--- src/rtl/handshake_buffer.sv ---
// Elastic FIFO stage between a valid/ready producer and consumer.
// Registered-only flow control: in_ready depends on occupancy, never on out_ready.
// A running XOR checksum accumulates every word delivered downstream.
module handshake_buffer #(
    parameter  int WIDTH = 32,
    parameter  int DEPTH = 4,
    localparam int AW    = $clog2(DEPTH)
) (
    input  logic             clk,
    input  logic             rst,
    input  logic             in_valid,
    output logic             in_ready,
    input  logic [WIDTH-1:0] in_data,
    output logic             out_valid,
    input  logic             out_ready,
    output logic [WIDTH-1:0] out_data,
    output logic [AW:0]      count,
    input  logic             clear,
    output logic [WIDTH-1:0] checksum
);

    localparam logic [AW:0]   FULL    = (AW+1)'(DEPTH);
    localparam logic [AW:0]   CNT_ONE = (AW+1)'(1);
    localparam logic [AW-1:0] PTR_ONE = AW'(1);

    logic [WIDTH-1:0] mem_q [DEPTH];
    logic [AW-1:0]    wr_ptr_q, wr_ptr_d;
    logic [AW-1:0]    rd_ptr_q, rd_ptr_d;
    logic [AW:0]      count_q, count_d;
    logic [WIDTH-1:0] checksum_q, checksum_d;
    logic             push;
    logic             pop;

    // Handshake outputs come from registered occupancy only; rst masks in_ready
    // while the buffer is held in reset.
    assign in_ready  = rst && (count_q != FULL);
    assign out_valid = (count_q != '0);
    assign out_data  = out_valid ? mem_q[rd_ptr_q] : '0;
    assign count     = count_q;
    assign checksum  = checksum_q;

    assign push = in_valid && in_ready;
    assign pop  = out_valid && out_ready;

    // Next-state for pointers, occupancy and checksum (clear applies before accumulate).
    always_comb begin
        wr_ptr_d   = push ? wr_ptr_q + PTR_ONE : wr_ptr_q;
        rd_ptr_d   = pop  ? rd_ptr_q + PTR_ONE : rd_ptr_q;
        count_d    = count_q;
        case ({push, pop})
            2'b10:   count_d = count_q + CNT_ONE;
            2'b01:   count_d = count_q - CNT_ONE;
            default: count_d = count_q;
        endcase
        checksum_d = checksum_q;
        if (clear) begin
            checksum_d = '0;
        end
        if (pop) begin
            checksum_d = checksum_d ^ out_data;
        end
    end

    // Control state: dropped immediately on asynchronous reset.
    always_ff @(posedge clk or negedge rst) begin
        if (!rst) begin
            wr_ptr_q   <= '0;
            rd_ptr_q   <= '0;
            count_q    <= '0;
            checksum_q <= '0;
        end else begin
            wr_ptr_q   <= wr_ptr_d;
            rd_ptr_q   <= rd_ptr_d;
            count_q    <= count_d;
            checksum_q <= checksum_d;
        end
    end

    // Storage array needs no reset; contents are only observed while counted valid.
    always_ff @(posedge clk) begin
        if (push) begin
            mem_q[wr_ptr_q] <= in_data;
        end
    end

endmodule

--- config.mk ---
export PLATFORM = sky130hd
export DESIGN_NAME = handshake_buffer
export DESIGN_NICKNAME = d
export VERILOG_FILES = /design/src/rtl/handshake_buffer.sv
export SDC_FILE = /design/constraint.sdc
export NUM_CORES = 1
export LEC_CHECK = 0
export BUFFER_PORTS_ARGS = -buffer_cell sky130_fd_sc_hd__clkbuf_2
export CORE_MARGIN = 2
export CORE_UTILIZATION = 40
export DETAILED_ROUTE_END_ITERATION = 16
export GPL_TIMING_DRIVEN = 0
export PLACE_DENSITY = 0.66
export SKIP_LAST_GASP = 1
export SYNTH_ARGS = -nofsm -noshare
export SYNTH_HDL_FRONTEND = slang
export SYNTH_SLANG_ARGS = --single-unit
--- constraint.sdc ---
create_clock -name clk -period 2.4 [get_ports clk]
set_input_delay 0.36 -clock clk [delete_from_list [all_inputs] [get_ports clk]]
set_output_delay 0.36 -clock clk [all_outputs]
set_load 0.02 [all_outputs]
==> out/qor.csv, run 1 <==
stage,metric,value,unit
run_status,status,finished with violations,
run_status,violations,hold timing,
route,drt_iter0_markers,153,
hold_path,min_path_type,in2async,
placed_design,dp_cells,706,
pwr,p_per_area,1320,nW/um2
clock_network,cts_buffers,17,
timing,hold_violations,4,
clock_network,insertion_delay,0.42,ns
global_route,antenna_found_initial,0,
setup_path,crit_path_max_fanout,10,
pwr,peakVddDrop,0.579,mV
clock_network,clkTransAtPathRegs,0.06,ns
pwr,p_leak,3.17,nW
setup_path,critical-path-top-delay-family,multiplexers,
die,dieArea,17900,um2
setup_path,r2r_cells,9,
setup_path,start_kind,register,
route,drt_wl_total,13200,um
synth,netlist_instances,377,
clock_network,cts_hold_buf,0,
synth,synth-seq-area-share,71.4,%
timing,setup_viol,0,
setup_path,cpMaxStageDelayCell,mux4_2,
global_route,grt_pass1_wl,20700,um
timing,slew_headroom,55.5,%
setup_path,r2r_start,count[0],
setup_path,required,2.04,ns
synth,synth-seq-cells,167,
route,avgRoutedWirePerCell,17.9,um
placed_design,gp_congestion,0.684,
synth,avgSynthCellArea,17.9,um2
placed_design,hpwl,8810,um
synth,ys.flop_type,edfxtp_1,
timing,max_clock_freq,430,MHz
die,ios,106,
clock_network,cts-htree-levels,4,
setup_path,endpoint_kind,primary output,
clock_network,cts_root_buf,clkbuf_16,
global_route,top_usage_layer,met2,
synth,yosysWarnings,0,
finish,drive_gt1_share,36.8,%
finish,instances_no_fill,739,
global_route,grt_max_degree,42,
finish,seqCellArea,4820,um2
finish,multi_input_area,1790,um2
clock_network,clk_path_buf_depth,2,
timing,period_needed,2.32,ns
finish,nFillCells,1395,
finish,areaGrowthSynthToFinish,23.4,%
synth,syn_area,6750,um2
global_route,grt_overflow,0,
setup_path,crit_arrival,1.96,ns
die,dieWidth,134,um
global_route,met3_usage,4.16,%
route,routed_via_density,4.79,
route,route.vias.total,3538,
timing,fin_worst_skew,0.00686,ns
timing,worst_slew_pin_slew,0.667,ns
route,first_pass_iters,5,
setup_path,cp_num_buf_inv,3,
flow_run,maxCapViolations,0,
global_route,grt_pass1_vias,3737,
synth,yosysUniqueCellTypes,24,
synth,async_flop_share,23.4,%
synth,ys_top_cells_by_area,"edfxtp_1 (57%), dfrtp_1 (14%), mux4_2 (9.3%), nor2b_1 (5.3%), xnor2_1 (4.7%)",
die,core_area,16500,um2
timing,whs,-0.0149,ns
timing,post-route-period-util,96.8,%
timing,report.final.slew_viol_count,0,
placed_design,port_buffers,105,
setup_path,cp-startpoint,rd_ptr_q[0],
global_route,use_met1,19.7,%
synth,synth_top_area_share,56.9,%
synth,yosys.area.top_type,edfxtp_1,
route,drc,0,
die,die_y,134,um
timing,grt_setup_unrepaired,true,
synth,synth_enable_flop_cells,128,
finish,n_antenna_cell,0,
global_route,track_usage,15.9,%
die,num_rows,47,
setup_path,critPathMaxStageDelay,0.52,ns
clock_network,cts.sinks,167,
clock_network,tritoncts,yes,
finish,final_nets,549,
route,ant_nets,0,
setup_path,path_cells,buf_6 -> buf_12 -> mux4_2 -> and2b_2 -> clkbuf_2,
timing,setup-tns-final,0,ns
finish,post-route-util,50.4,%
global_route,met2_usage,26.6,%
synth,syn_nets,420,
setup_path,worst-setup-path-type,reg2out,
setup_path,crit_cells,5,
die,start_util,40.9,%
## worst register-to-register path, stage by stage (launching register included)
cell and delay [ns]:
dfrtp_2 0.45, o31a_1 0.16, buf_2 0.21, clkbuf_4 0.26, ha_1 0.20, inv_1 0.06
fa_1 0.37, xor2_1 0.15, nor2_1 0.11, xnor2_1 0.12
## area by class of cell
type                       count  area share [%]
sequential                   167            57.9
multi-input combinational    184            21.4
timing repair buffer         111            7.84
clock buffer                  24            5.66
tap                          220            3.30
clock inverter                 8            1.77
buffer                        17            1.74
inverter                       8           0.360
## worst paths after layout
kind                            slack, ns            to
worst min-delay path                -0.01      count[2]
max in group asynchronous            1.93      count[1]
worst min register to register       0.58   wr_ptr_q[1]
min in group clk                     0.15  mem_q[3][13]
worst max register to register       0.22      count[2]
worst max-delay path                 0.08  out_data[21]
## power breakdown
group	switching, mW	total, mW	internal [mW]
registers	0.254	3.93	3.68
logic	2.38	4.20	1.82
clock network	1.03	2.83	1.79
total	3.66	11.0	7.30
## per-stage QoR
step	cell area [um2]	power [mW]	setup slack, ns	hold slack (ns)
4_1_cts	8310	11.1	0.00388	0.132
6_report	8330	11.0	0.0756	-0.0149
3_5_place_dp	7670	8.19	-0.432	0.567
2_1_floorplan	6750	6.86	0.336	0.0644
5_1_grt	8330	11.5	-0.00660	0.0244
3_3_place_gp	7550	8.04	-1.21	0.542
## cells in the final DEF, fill, tap and decap left out
cell type | synthesis | final
edfxtp_1 | 128 | 128
clkbuf_2 | 0 | 106
nor2b_1 | 57 | 57
dfrtp_1 | 39 | 37
xnor2_1 | 36 | 36
nand2_1 | 33 | 33
mux4_2 | 28 | 28
clkbuf_16 | 0 | 17
inv_1 | 8 | 8
clkbuf_1 | 7 | 8
buf_4 | 0 | 5
ha_1 | 5 | 5
mux4_1 | 4 | 4
and2b_1 | 4 | 4
and2_2 | 0 | 4
bufinv_16 | 0 | 4
buf_16 | 0 | 4
buf_12 | 3 | 3
buf_2 | 7 | 3
clkbuf_4 | 0 | 3
and2b_2 | 3 | 3
clkinvlp_4 | 0 | 3
o31a_1 | 2 | 2
xor2_1 | 2 | 2
clkbuf_8 | 0 | 2
dfrtp_2 | 0 | 2
nor3_4 | 0 | 1
buf_6 | 1 | 1
o311a_1 | 1 | 1
mux2i_1 | 1 | 1
mux2_2 | 1 | 1
nor2_1 | 1 | 1
fa_1 | 1 | 1
clkinv_2 | 0 | 1
## synth_stat cells, types with 2 or more instances
cell type and number:
and2_1 4, and2b_1 4, and2b_2 3, buf_12 3, buf_2 7, clkbuf_1 7
dfrtp_1 39, edfxtp_1 128, ha_1 5, inv_1 8, mux4_1 4, mux4_2 28
nand2_1 33, nor2b_1 57, o31a_1 2, xnor2_1 36, xor2_1 2
## repair_timing
item,CTS,global route
resized for setup,9,5
pin swaps,0,1
setup buffers,0,2
endpoints found under the setup margin,33,102
## cells by family (layout without fill, tap and decap cells)
kind of cell	after synthesis	in the layout	synth area share [%]
AO/OA/AOI/OAI	3	3	0.408
XOR/XNOR	38	38	4.93
adder cells (fa/ha/maj)	6	6	1.22
buffers and inverters	26	168	2.41
flip-flops	167	167	71.4
multiplexers	34	34	11.2
AND/OR/NAND/NOR	103	103	8.45
## registers in the layout, indices dropped and copies added, names as in the netlist
register / count
rd_ptr_q: 2
mem_q: 128
count: 3
wr_ptr_q: 2
checksum: 32
## layer usage
layer  vias up  wire, um
met1      1805      5650
li1       1634         -
met5         -         0
met3        15       558
met2        84      6740
met4         0       256
No activity file was read; power rests on OpenSTA's default activity.
==> inputs of run 2 (changes only) <==
- CELL_PAD_IN_SITES_DETAIL_PLACEMENT: unset -> 0
- CELL_PAD_IN_SITES_GLOBAL_PLACEMENT: unset -> 2
- PLACE_DENSITY: 0.66 -> 0.83
==> run 2 against run 1 <==
The flow now finishes without violations; total power shrank 0.91%; register-to-register slack lost 0.04 ns; via count shrank 0.48%; non-clock buffer count shrank 1; global-route usage shrank 0.28 points; critical path type unchanged.
==> out/qor.csv, run 2 (same netlist as run 1, synthesis figures left out) <==
stage,metric,value,unit,change
die,die_y,134,um,unchanged
global_route,track_usage,15.6,%,-0.28 points
timing,report.final.slew_viol_count,0,,unchanged
setup_path,r2r_cells,9,,unchanged
setup_path,worst-setup-path-type,reg2out,,
hold_path,min_path_type,in2reg,,
timing,hold_violations,0,,-4
global_route,use_met1,20.6,%,+0.89 points
die,ios,106,,unchanged
setup_path,rr_endpoint,count[2],,
finish,final_cell_mix,"edfxtp_1 (128), clkbuf_2 (105), nor2b_1 (57)",,
setup_path,r2r_start,count[1],,
global_route,grt_pass1_vias,3662,,-2.0%
clock_network,cts_root_buf,clkbuf_16,,
flow_run,maxCapViolations,0,,unchanged
global_route,grt_pass1_wl,20500,um,-0.97%
timing,max_clock_freq,429,MHz,-0.40%
global_route,met2_usage,25.4,%,-1.1 points
die,start_util,40.9,%,unchanged
timing,slew_headroom,37.0,%,-19 points
route,ant_nets,0,,unchanged
pwr,p_per_area,1320,nW/um2,about the same
die,dieWidth,134,um,unchanged
pwr,peakVddDrop,0.716,mV,+24%
setup_path,crit_arrival,1.97,ns,about the same
route,first_pass_iters,4,,-1
timing,fin_worst_skew,0.00775,ns,+0.000887 ns
finish,layout_commonest_cell,edfxtp_1,,
setup_path,crit_path_max_fanout,10,,unchanged
pwr,p_leak,3.15,nW,-0.80%
finish,nFillCells,1371,,-1.7%
finish,n_antenna_cell,0,,unchanged
setup_path,endpoint_kind,primary output,,
finish,top_register,mem_q,,
placed_design,hpwl,8220,um,-6.6%
hold_path,whs_path_depth,1,,
placed_design,port_buffers,105,,unchanged
global_route,met3_usage,3.51,%,-0.64 points
timing,worst_slew_pin_slew,0.945,ns,+0.278 ns
route,drc,0,,unchanged
timing,period_needed,2.33,ns,+0.00933 ns
run_status,status,completed,,
clock_network,clk_path_buf_depth,2,,unchanged
finish,largest_register_ffs,128,,unchanged
clock_network,cts-htree-levels,4,,unchanged
die,core_area,16500,um2,unchanged
timing,setup_viol,0,,unchanged
global_route,grt_overflow,0,,unchanged
hold_path,min-delay-start,in_data[17],,
clock_network,insertion_delay,0.43,ns,about the same
route,drt_iter0_markers,255,,+67%
setup_path,rrSetupSlack,0.18,ns,-0.04 ns
finish,final_nets,548,,-0.18%
global_route,grt_max_degree,33,,-21%
route,route.vias.total,3521,,-0.48%
finish,drive_gt1_share,36.9,%,+0.071 points
placed_design,gp_congestion,0.668,,-2.4%
clock_network,tritoncts,yes,,
setup_path,path_cells,buf_6 -> buf_12 -> mux4_2 -> and2b_2 -> clkbuf_2,,
setup_path,cpMaxStageDelayCell,mux4_2,,
clock_network,cts.sinks,167,,unchanged
finish,finalInstanceArea,8260,um2,-0.89%
global_route,top_usage_layer,met2,,
setup_path,critPathMaxStageDelay,0.51,ns,about the same
die,dieArea,17900,um2,unchanged
timing,grt_setup_unrepaired,true,,
die,num_rows,47,,unchanged
finish,areaGrowthSynthToFinish,22.3,%,
setup_path,start_kind,register,,
timing,post-route-period-util,97.2,%,+0.39 points
route,drt_wl_total,13100,um,-0.52%
clock_network,cts_buffers,17,,unchanged
hold_path,hold_end,mem_q[3][17],,
route,avgRoutedWirePerCell,17.8,um,-0.39%
clock_network,clkTransAtPathRegs,0.07,ns,about the same
route,routed_via_density,4.77,,-0.35%
placed_design,dpl-instance-area,7560,um2,-1.4%
global_route,antenna_found_initial,0,,unchanged
finish,post-route-util,50.0,%,-0.45 points
setup_path,required,2.04,ns,about the same
==> run 2: worst max path at each step <==
stage	end	start	cells past startpoint	slack (ns)
2_1_floorplan	count[2]	count[0]	9	0.34
3_5_place_dp	mem_q[3][15]	rst	3	-0.64
6_report	out_data[21]	rd_ptr_q[0]	5	0.07
4_1_cts	out_data[21]	count[0]	4	-0.02
3_3_place_gp	mem_q[2][16]	rst	3	-1.19
5_1_grt	out_data[21]	rd_ptr_q[0]	5	-0.005
==> run 2: critical path, delay by kind of cell (launching register included) <==
family                 cells  cell delay [ns]
and+or+nand+nor            1             0.23
muxes                      1             0.51
DFF                        1             0.34
buffers and inverters      3             0.47
==> run 2: layer usage <==
metal	part of all wire, %	routed length [um]
met1	44	5760
met2	49	6450
met3	5.3	697
met4	1.7	225
met5	0	0
==> run 2: where the power goes <==
group	switching, mW	leakage, nW	internal, mW	total, mW
Combinational	2.34	1.21	1.77	4.11
Sequential	0.243	1.65	3.68	3.93
Clock	1.12	0.294	1.70	2.82
==> run 2: final cells by class <==
type,count,area [um2],area share [%]
Buffer,17,140,1.70
Timing Repair Buffer,110,583,7.06
Clock buffer,19,453,5.48
Tap cell,220,275,3.33
Sequential cell,167,4820,58.4
Clock inverter,13,169,2.05
Inverter,8,30.0,0.364
Multi-Input combinational cell,184,1790,21.6
==> run 2: what timing repair did <==
item | in CTS | in global routing
setup endpoints to repair | 158 | 5
gates resized for setup | 8 | 4
hold buffers | 3 | 0
hold endpoints to repair | 10 | 0
buffers inserted | 0 | 2
==> run 2: per-stage QoR <==
stage                     std cells  TNS [ns]  setup WS, ns  hold slack (ns)  power (mW)
after floorplan                 377         0         0.336           0.0644        6.86
after global placement          702   -152.32         -1.19            0.544        8.04
after detailed placement        702    -80.44        -0.642            0.579        8.12
after CTS                       736   -0.0221       -0.0221            0.136        11.0
after global routing            738  -0.00542      -0.00542            0.146        11.5
final                           738         0        0.0663            0.152        10.9
